===== src/rtl/seq_detect_sched.sv =====
// seq_detect_sched
// Round-robin scheduler in front of one shared serial pattern matcher.
// Two channels offer DATA_W-bit words; the granted word is shifted out
// MSB-first through a PAT_W-bit matcher, and the match count is reported
// together with the id of the channel that supplied the word.
module seq_detect_sched #(
    parameter int DATA_W = 16,
    parameter int PAT_W  = 4,
    parameter int CNT_W  = 5
) (
    input  logic              clk,
    input  logic              reset,
    input  logic [1:0]        req,
    input  logic [DATA_W-1:0] data0,
    input  logic [DATA_W-1:0] data1,
    input  logic [PAT_W-1:0]  cfg_pattern,
    input  logic              cfg_overlap,
    output logic [1:0]        gnt,
    output logic              busy,
    output logic              match_pulse,
    output logic              done,
    output logic              done_id,
    output logic [CNT_W-1:0]  match_cnt
);

    localparam int BC_W   = (DATA_W > 1) ? $clog2(DATA_W) : 1;
    localparam int FILL_W = $clog2(PAT_W);

    // Fill saturates once the history holds a full pattern's worth of
    // preceding bits; only then can the current bit complete a match.
    localparam logic [FILL_W-1:0] FILL_MAX = FILL_W'(PAT_W - 1);
    localparam logic [BC_W-1:0]   BIT_LAST = BC_W'(DATA_W - 1);

    typedef enum logic [1:0] {
        IDLE   = 2'd0,
        SHIFT  = 2'd1,
        REPORT = 2'd2
    } state_t;

    state_t             state_q,       state_d;
    logic [DATA_W-1:0]  shift_q,       shift_d;
    logic [PAT_W-2:0]   hist_q,        hist_d;
    logic [FILL_W-1:0]  fill_q,        fill_d;
    logic [BC_W-1:0]    bit_cnt_q,     bit_cnt_d;
    logic [CNT_W-1:0]   cnt_q,         cnt_d;
    logic [PAT_W-1:0]   pat_q,         pat_d;
    logic               ovl_q,         ovl_d;
    logic               rr_last_q,     rr_last_d;
    logic [1:0]         gnt_q,         gnt_d;
    logic               match_pulse_q, match_pulse_d;
    logic               done_id_q,     done_id_d;
    logic [CNT_W-1:0]   match_cnt_q,   match_cnt_d;

    logic               cur_bit;
    logic [PAT_W-1:0]   window;
    logic               is_match;
    logic               winner;

    // The bit under test joins the history to form the candidate window;
    // the oldest history bit lines up with the pattern MSB.
    assign cur_bit  = shift_q[DATA_W-1];
    assign window   = {hist_q, cur_bit};
    assign is_match = (fill_q == FILL_MAX) && (window == pat_q);

    // Next-state and datapath update for arbitration, shifting and reporting.
    always_comb begin
        // NOTE: every signal written here gets its default first so that no
        // path through the case statement leaves one unassigned (no latches).
        state_d       = state_q;
        shift_d       = shift_q;
        hist_d        = hist_q;
        fill_d        = fill_q;
        bit_cnt_d     = bit_cnt_q;
        cnt_d         = cnt_q;
        pat_d         = pat_q;
        ovl_d         = ovl_q;
        rr_last_d     = rr_last_q;
        gnt_d         = 2'b00;
        match_pulse_d = 1'b0;
        done_id_d     = done_id_q;
        match_cnt_d   = match_cnt_q;
        winner        = 1'b0;

        case (state_q)
            IDLE: begin
                if (req != 2'b00) begin
                    // A lone requester wins outright; a tie goes to the
                    // channel that was not served last.
                    winner    = (req == 2'b11) ? ~rr_last_q : req[1];
                    shift_d   = winner ? data1 : data0;
                    pat_d     = cfg_pattern;
                    ovl_d     = cfg_overlap;
                    hist_d    = '0;
                    fill_d    = '0;
                    cnt_d     = '0;
                    bit_cnt_d = BIT_LAST;
                    rr_last_d = winner;
                    gnt_d     = winner ? 2'b10 : 2'b01;
                    state_d   = SHIFT;
                end
            end

            SHIFT: begin
                shift_d = {shift_q[DATA_W-2:0], 1'b0};
                hist_d  = window[PAT_W-2:0];
                if (is_match) begin
                    match_pulse_d = 1'b1;
                    if (cnt_q != {CNT_W{1'b1}}) begin
                        cnt_d = cnt_q + 1'b1;
                    end
                    // Without overlap the bits that formed this match may
                    // not contribute to the next one, so history is voided.
                    if (!ovl_q) begin
                        fill_d = '0;
                    end
                end else if (fill_q != FILL_MAX) begin
                    fill_d = fill_q + 1'b1;
                end

                if (bit_cnt_q == '0) begin
                    // cnt_d already includes a match on the final bit.
                    match_cnt_d = cnt_d;
                    done_id_d   = rr_last_q;
                    state_d     = REPORT;
                end else begin
                    bit_cnt_d = bit_cnt_q - 1'b1;
                end
            end

            REPORT: begin
                state_d = IDLE;
            end

            default: begin
                state_d = IDLE;
            end
        endcase
    end

    // State register; reset drops any job in flight without reporting it.
    always_ff @(posedge clk or posedge reset) begin
        if (reset) begin
            state_q       <= IDLE;
            shift_q       <= '0;
            hist_q        <= '0;
            fill_q        <= '0;
            bit_cnt_q     <= '0;
            cnt_q         <= '0;
            pat_q         <= '0;
            ovl_q         <= 1'b0;
            rr_last_q     <= 1'b1;
            gnt_q         <= 2'b00;
            match_pulse_q <= 1'b0;
            done_id_q     <= 1'b0;
            match_cnt_q   <= '0;
        end else begin
            // NOTE: non-blocking assignments so every register samples the
            // values of the previous cycle regardless of statement order.
            state_q       <= state_d;
            shift_q       <= shift_d;
            hist_q        <= hist_d;
            fill_q        <= fill_d;
            bit_cnt_q     <= bit_cnt_d;
            cnt_q         <= cnt_d;
            pat_q         <= pat_d;
            ovl_q         <= ovl_d;
            rr_last_q     <= rr_last_d;
            gnt_q         <= gnt_d;
            match_pulse_q <= match_pulse_d;
            done_id_q     <= done_id_d;
            match_cnt_q   <= match_cnt_d;
        end
    end

    assign gnt         = gnt_q;
    assign busy        = (state_q != IDLE);
    assign match_pulse = match_pulse_q;
    assign done        = (state_q == REPORT);
    assign done_id     = done_id_q;
    assign match_cnt   = match_cnt_q;

endmodule


===== config.mk =====
export PLATFORM = sky130hd
export DESIGN_NAME = seq_detect_sched
export DESIGN_NICKNAME = d
export VERILOG_FILES = /design/src/rtl/seq_detect_sched.sv
export SDC_FILE = /design/constraint.sdc
export NUM_CORES = 1
export LEC_CHECK = 0
export CAP_MARGIN = 20
export CORE_UTILIZATION = 45
export DETAILED_ROUTE_END_ITERATION = 12
export PLACE_DENSITY = 0.75
export SETUP_SLACK_MARGIN = 0.02
export SYNTH_ARGS = -nofsm -noshare
export SYNTH_HDL_FRONTEND = slang
export SYNTH_SLANG_ARGS = --single-unit

===== constraint.sdc =====
create_clock -name clk -period 1.66 [get_ports clk]
set_input_delay 0.332 -clock clk [delete_from_list [all_inputs] [get_ports clk]]
set_output_delay 0.332 -clock clk [all_outputs]
set_load 0.1 [all_outputs]

; Word level (Yosys, flattened, before mapping)
; Index checks and enable logic that the tools add are counted.
[word_totals]
out_inout_bits = 11
regBits = 47
in_bits = 41
elab_cells = 67
[op_classes]
n_bitwise = 1
eq_ne = 12
add_sub_neg = 3
muxes = 26
reduce_logical = 12
[op_table]
columns = cell, count
row1 = 2-to-1 mux 16 bit, 2
row2 = one-hot mux 16 bit (2 select lines), 1
row3 = 2-to-1 mux 2 bit, 9
row4 = 2-to-1 mux 5 bit, 3
row5 = one-hot mux 5 bit (2 select lines), 1
row6 = 2-to-1 mux 4 bit, 2
row7 = inequality test 2 bit (second input constant), 4
row8 = one-hot mux 2 bit (2 select lines), 2
row9 = one-hot mux 4 bit (2 select lines), 1
row10 = AND reduction 2 bit, 4
row11 = equality test 2 bit (second input constant), 3
row12 = inequality test 3 bit (second input constant), 2
row13 = one-hot mux 3 bit (2 select lines), 1
row14 = nonzero test 2 bit, 3
row15 = adder 5 x 1 -> 5 bit (second input constant), 1
row16 = inequality test 5 bit (second input constant), 1
row17 = equality test 4 bit, 1
row18 = logical NOT 4 bit, 1
row19 = AND reduction 4 bit, 1
row20 = subtractor 4 x 1 -> 4 bit (second input constant), 1
row21 = 2-to-1 mux 1 bit, 3
row22 = 2-to-1 mux 3 bit, 1
row23 = AND reduction 3 bit, 1
row24 = adder 2 x 1 -> 2 bit (second input constant), 1
row25 = 4 further kinds, 4

; Longest topological paths before layout
; Gate-level depths: netlist (run 1).
[logic_depth]
ltp_word = 5
depth_mapped = 7
depth_no_buf = 7

; Worst setup path after synthesis (run 1)
; OpenSTA, ideal clock, no wires.
[synth_path]
path_type = reg-to-output
start = register state_q[0]
end = output port done
required_ns = 1.328
arrival_time_ns = 1.701
stages_incl_launch_ff = 2
path_buffers = 0
path_slack_ns = -0.373
cell_sequence = dfrtp_1 nor2_1
[synth_via]
elab_chain_cells = 1
[synth_lines]
columns = element, line
row1 = "start, declared", 40  ; state_t state_q, state_d;
row2 = "start signal, assigned", 159  ; state_q <= state_d;
row3 = equality test 2 bit, 178  ; assign done = (state_q == REPORT);
row4 = "end, declared", 21  ; output logic done,
; No other way between the ends.

; Final worst setup path (run 1)
[layout_path]
start = register bit_cnt_q[0]
end = register match_cnt_q[0] (netlist: match_cnt[0])
[layout_via]
elab_chain_cells = 2
[layout_lines]
columns = element, line
row1 = "start, declared", 44  ; logic [BC_W-1:0] bit_cnt_q, bit_cnt_d;
row2 = "start signal, assigned", 163  ; bit_cnt_q <= bit_cnt_d;
row3 = logical NOT 4 bit, 120  ; if (bit_cnt_q == '0) begin
row4 = AND reduction 2 bit (no line), --
row5 = "end signal, assigned", 171  ; match_cnt_q <= match_cnt_d;
row6 = "end, declared", 52  ; logic [CNT_W-1:0] match_cnt_q, match_cnt_d;
; No other way between the ends.
; A chain may end at the register's enable or synchronous reset.

==> results.md, run 1 <==
* Largest fanout on the critical path at 5
* Required @ worst endpoint at 1.90 ns
* Final Slew Violations at 0
* Routed WL at 5740 um
* EDFF count, synth at 0
* Clock Path Buffers at 2
* Synth top area cells: dfrtp_1, nand2_1, a221o_1, a21oi_1, o21ai_0
* Max Fclk at 572 MHz
* Total number of vias at 2137
* Post-Syn Area at 2300 sq um
* Vias per cell at 5.44
* GR Util All Layers at 0.230
* PortBufs at 51
* Clock sinks at 47
* Detailed Routing Iterations Pass 1 at 4
* P_leak at 0.00154 uW
* Crit Path Class: flop to flop
* DRT iter0 DRCs at 135
* Syn Inst Count at 245
* Chip width at 73.5 um
* Clk root buf: clkbuf_8
* Full die area at 5400 sq um
* Fin area at 3420 sq um
* Worst Path Arrival at 1.99 ns
* Core area at 4820 sq um
* Worst slew pin tran at 0.520 ns
* Violated checks: setup timing
* Detail Route Antenna Nets at 0
* Fraction of registers with async set/reset at 1.00
* Area growth syn-to-layout at 48.5%
* Worst setup EP type: flop
* CTS tree: built
* DP Wirelength at 3940 um
* Final min period at 1.75 ns
* Post-layout util at 0.709
* Setup violators final at 2
* Placed Instance Area at 3200 sq um
* Residual DRC count at 0
* Worst vdd ir at 827 uV
* Dpl cells at 377
* Post-synth top cells: nand2_1, dfrtp_1, a21oi_1
* Unique masters post-synth at 39
* RePlAce Congestion at 0.875
* First-pass GRT wire length at 9480 um
* Final Cycle Share at 1.05
* Num CTS Buffers at 5
* ANT cells at 0
* Clk slew on worst S/H paths at 0.09 ns
* Most instantiated library cell after synthesis: nand2_1
* Register area at 1180 sq um
* Pwr dens at 1830 nW/um^2
* Syn_nets at 289
* Slew HR at 0.653
* Final std cells w/o fill at 393
* Synthesis-stage register bit count at 47
* Mean Syn Cell Area at 9.39 sq um
* IO Pins at 52
* Primary FF master, synth: dfrtp_1
* Cell taking the most area after synthesis: dfrtp_1
* Num rows at 25
* Final net count at 369
* Post-synthesis sequential area ratio at 0.512
* Antenna violations before repair at 0
* Max Cap Viol at 0
* Die height at 73.5 um
* Gr ovfl total at 0
* RSZ-0062 raised after global routing: true
* Fillers at 382
* PnR worst setup slack at -0.0894 ns
* Hold Vio Cnt, Final at 0
* Clk_lat worst skew at 0.30 ns
* Synth warn at 0
* Number of global-route vias before repair at 2101
* Startpoint Class: flop
* Share of layout cells above drive strength 1 at 0.224
* Share of the synthesized area in the top cell type at 0.500
* Outcome: finished with violations
* H-tree depth at 2
* Hold/Removal Path Class: input pin to async pin
* WL/cell at 14.6 um
* Pin count of the biggest net entering global routing at 48
* Starting density of the core at 0.478
* Multi-input logic area at 1110 sq um
* Final Skew at 0.00601 ns
[cell type report]
type	instances	share of cell area
inverters	7	0.00915
flip-flops and latches	47	0.345
repair buffers	87	0.274
clock inverters	1	0.00146
well taps	67	0.0245
clock buffers	7	0.0223
multi-input cells	177	0.324
[what timing repair did]
item                                    4_1_cts  5_1_grt
endpoints found under the setup margin        6       11
resized for setup                             6       17
buffers inserted                              3        5
hold endpoints to repair                      0        0
hold buffers                                  0        0
pin swaps                                     1        4
[sequential cells by signal, indices dropped and copies added, names as in the netlist, 2 cells and up]
register	count
gnt	2
hist_q	3
match_cnt	5
fill_q	2
cnt_q	5
shift_q	16
pat_q	4
state_q	2
bit_cnt_q	4
[critical path, stage by stage (launching register included)]
cell and delay, ns:
dfrtp_1 0.40, inv_2 0.08, ha_4 0.15, nand3b_4 0.07, or3_4 0.37, or4_4 0.53, nand3_2 0.08
[per-layer routing]
layer	GRT usage	up-vias	wire [um]
met2	0.371	50	2850
met4	0.111	0	100
met5	0	-	0
li1	-	1044	-
met3	0.0316	9	192
met1	0.304	1034	2600
[metrics by stage]
step | setup slack (ns) | total power (uW) | TNS [ns] | hold slack, ns
3_3_place_gp | -0.117 | 5150 | -1.70 | 0.485
2_1_floorplan | 0.0291 | 3970 | 0 | 0.437
6_report | -0.0894 | 6240 | -0.119 | 0.370
3_5_place_dp | -0.141 | 5270 | -2.77 | 0.490
5_1_grt | -0.130 | 6650 | -0.327 | 0.403
4_1_cts | -0.0661 | 6070 | -0.111 | 0.385
[layout by cell type (no fill, tap or decap), drive strengths merged, types with 4 or more instances in the layout]
cell           synthesis  routed
xnor2                  4       4
a221o                 15      15
clkbuf                 6       7
a21oi                 19      19
dfrtp                 46      46
buf                    8      47
nand2                 64      64
nor2                   8       8
and3                   4       4
nand3                  4       4
a31oi                  7       7
inv                    7       7
o21ai                 11      11
clkdlybuf4s50          0      40
[final timing paths]
check | from | end | slack, ns | depth (start not counted)
max | bit_cnt_q[0] | match_cnt[0] | -0.09 | 6
min | reset | shift_q[2] | 0.37 | 3
max reg2reg | bit_cnt_q[0] | match_cnt[0] | -0.09 | 6
min reg2reg | pat_q[2] | pat_q[2] | 0.50 | 2
max in group asynchronous | reset | rr_last_q | 1.01 | 3
min in group clk | pat_q[2] | pat_q[2] | 0.50 | 2
[cell families after synthesis]
kind of cell | synth area share
simple gates | 0.187
compound gates | 0.227
flops | 0.512
buf+inv | 0.0386
xor+xnor | 0.0152
fa+ha+maj | 0.0163
mux | 0.00435
[power by group]
group          switching (uW)  total (uW)  internal, uW
Sequential                379        2000          1620
Clock                     381         677           296
Combinational            1950        3570          1620
(Power assumes the default switching activity.)
==> inputs of run 2 (changes only) <==
CTS_CLUSTER_DIAMETER = 120   (was not set)
==> results of run 2 <==
No change in the layout: final DEF, timing and power equal those of run 1.
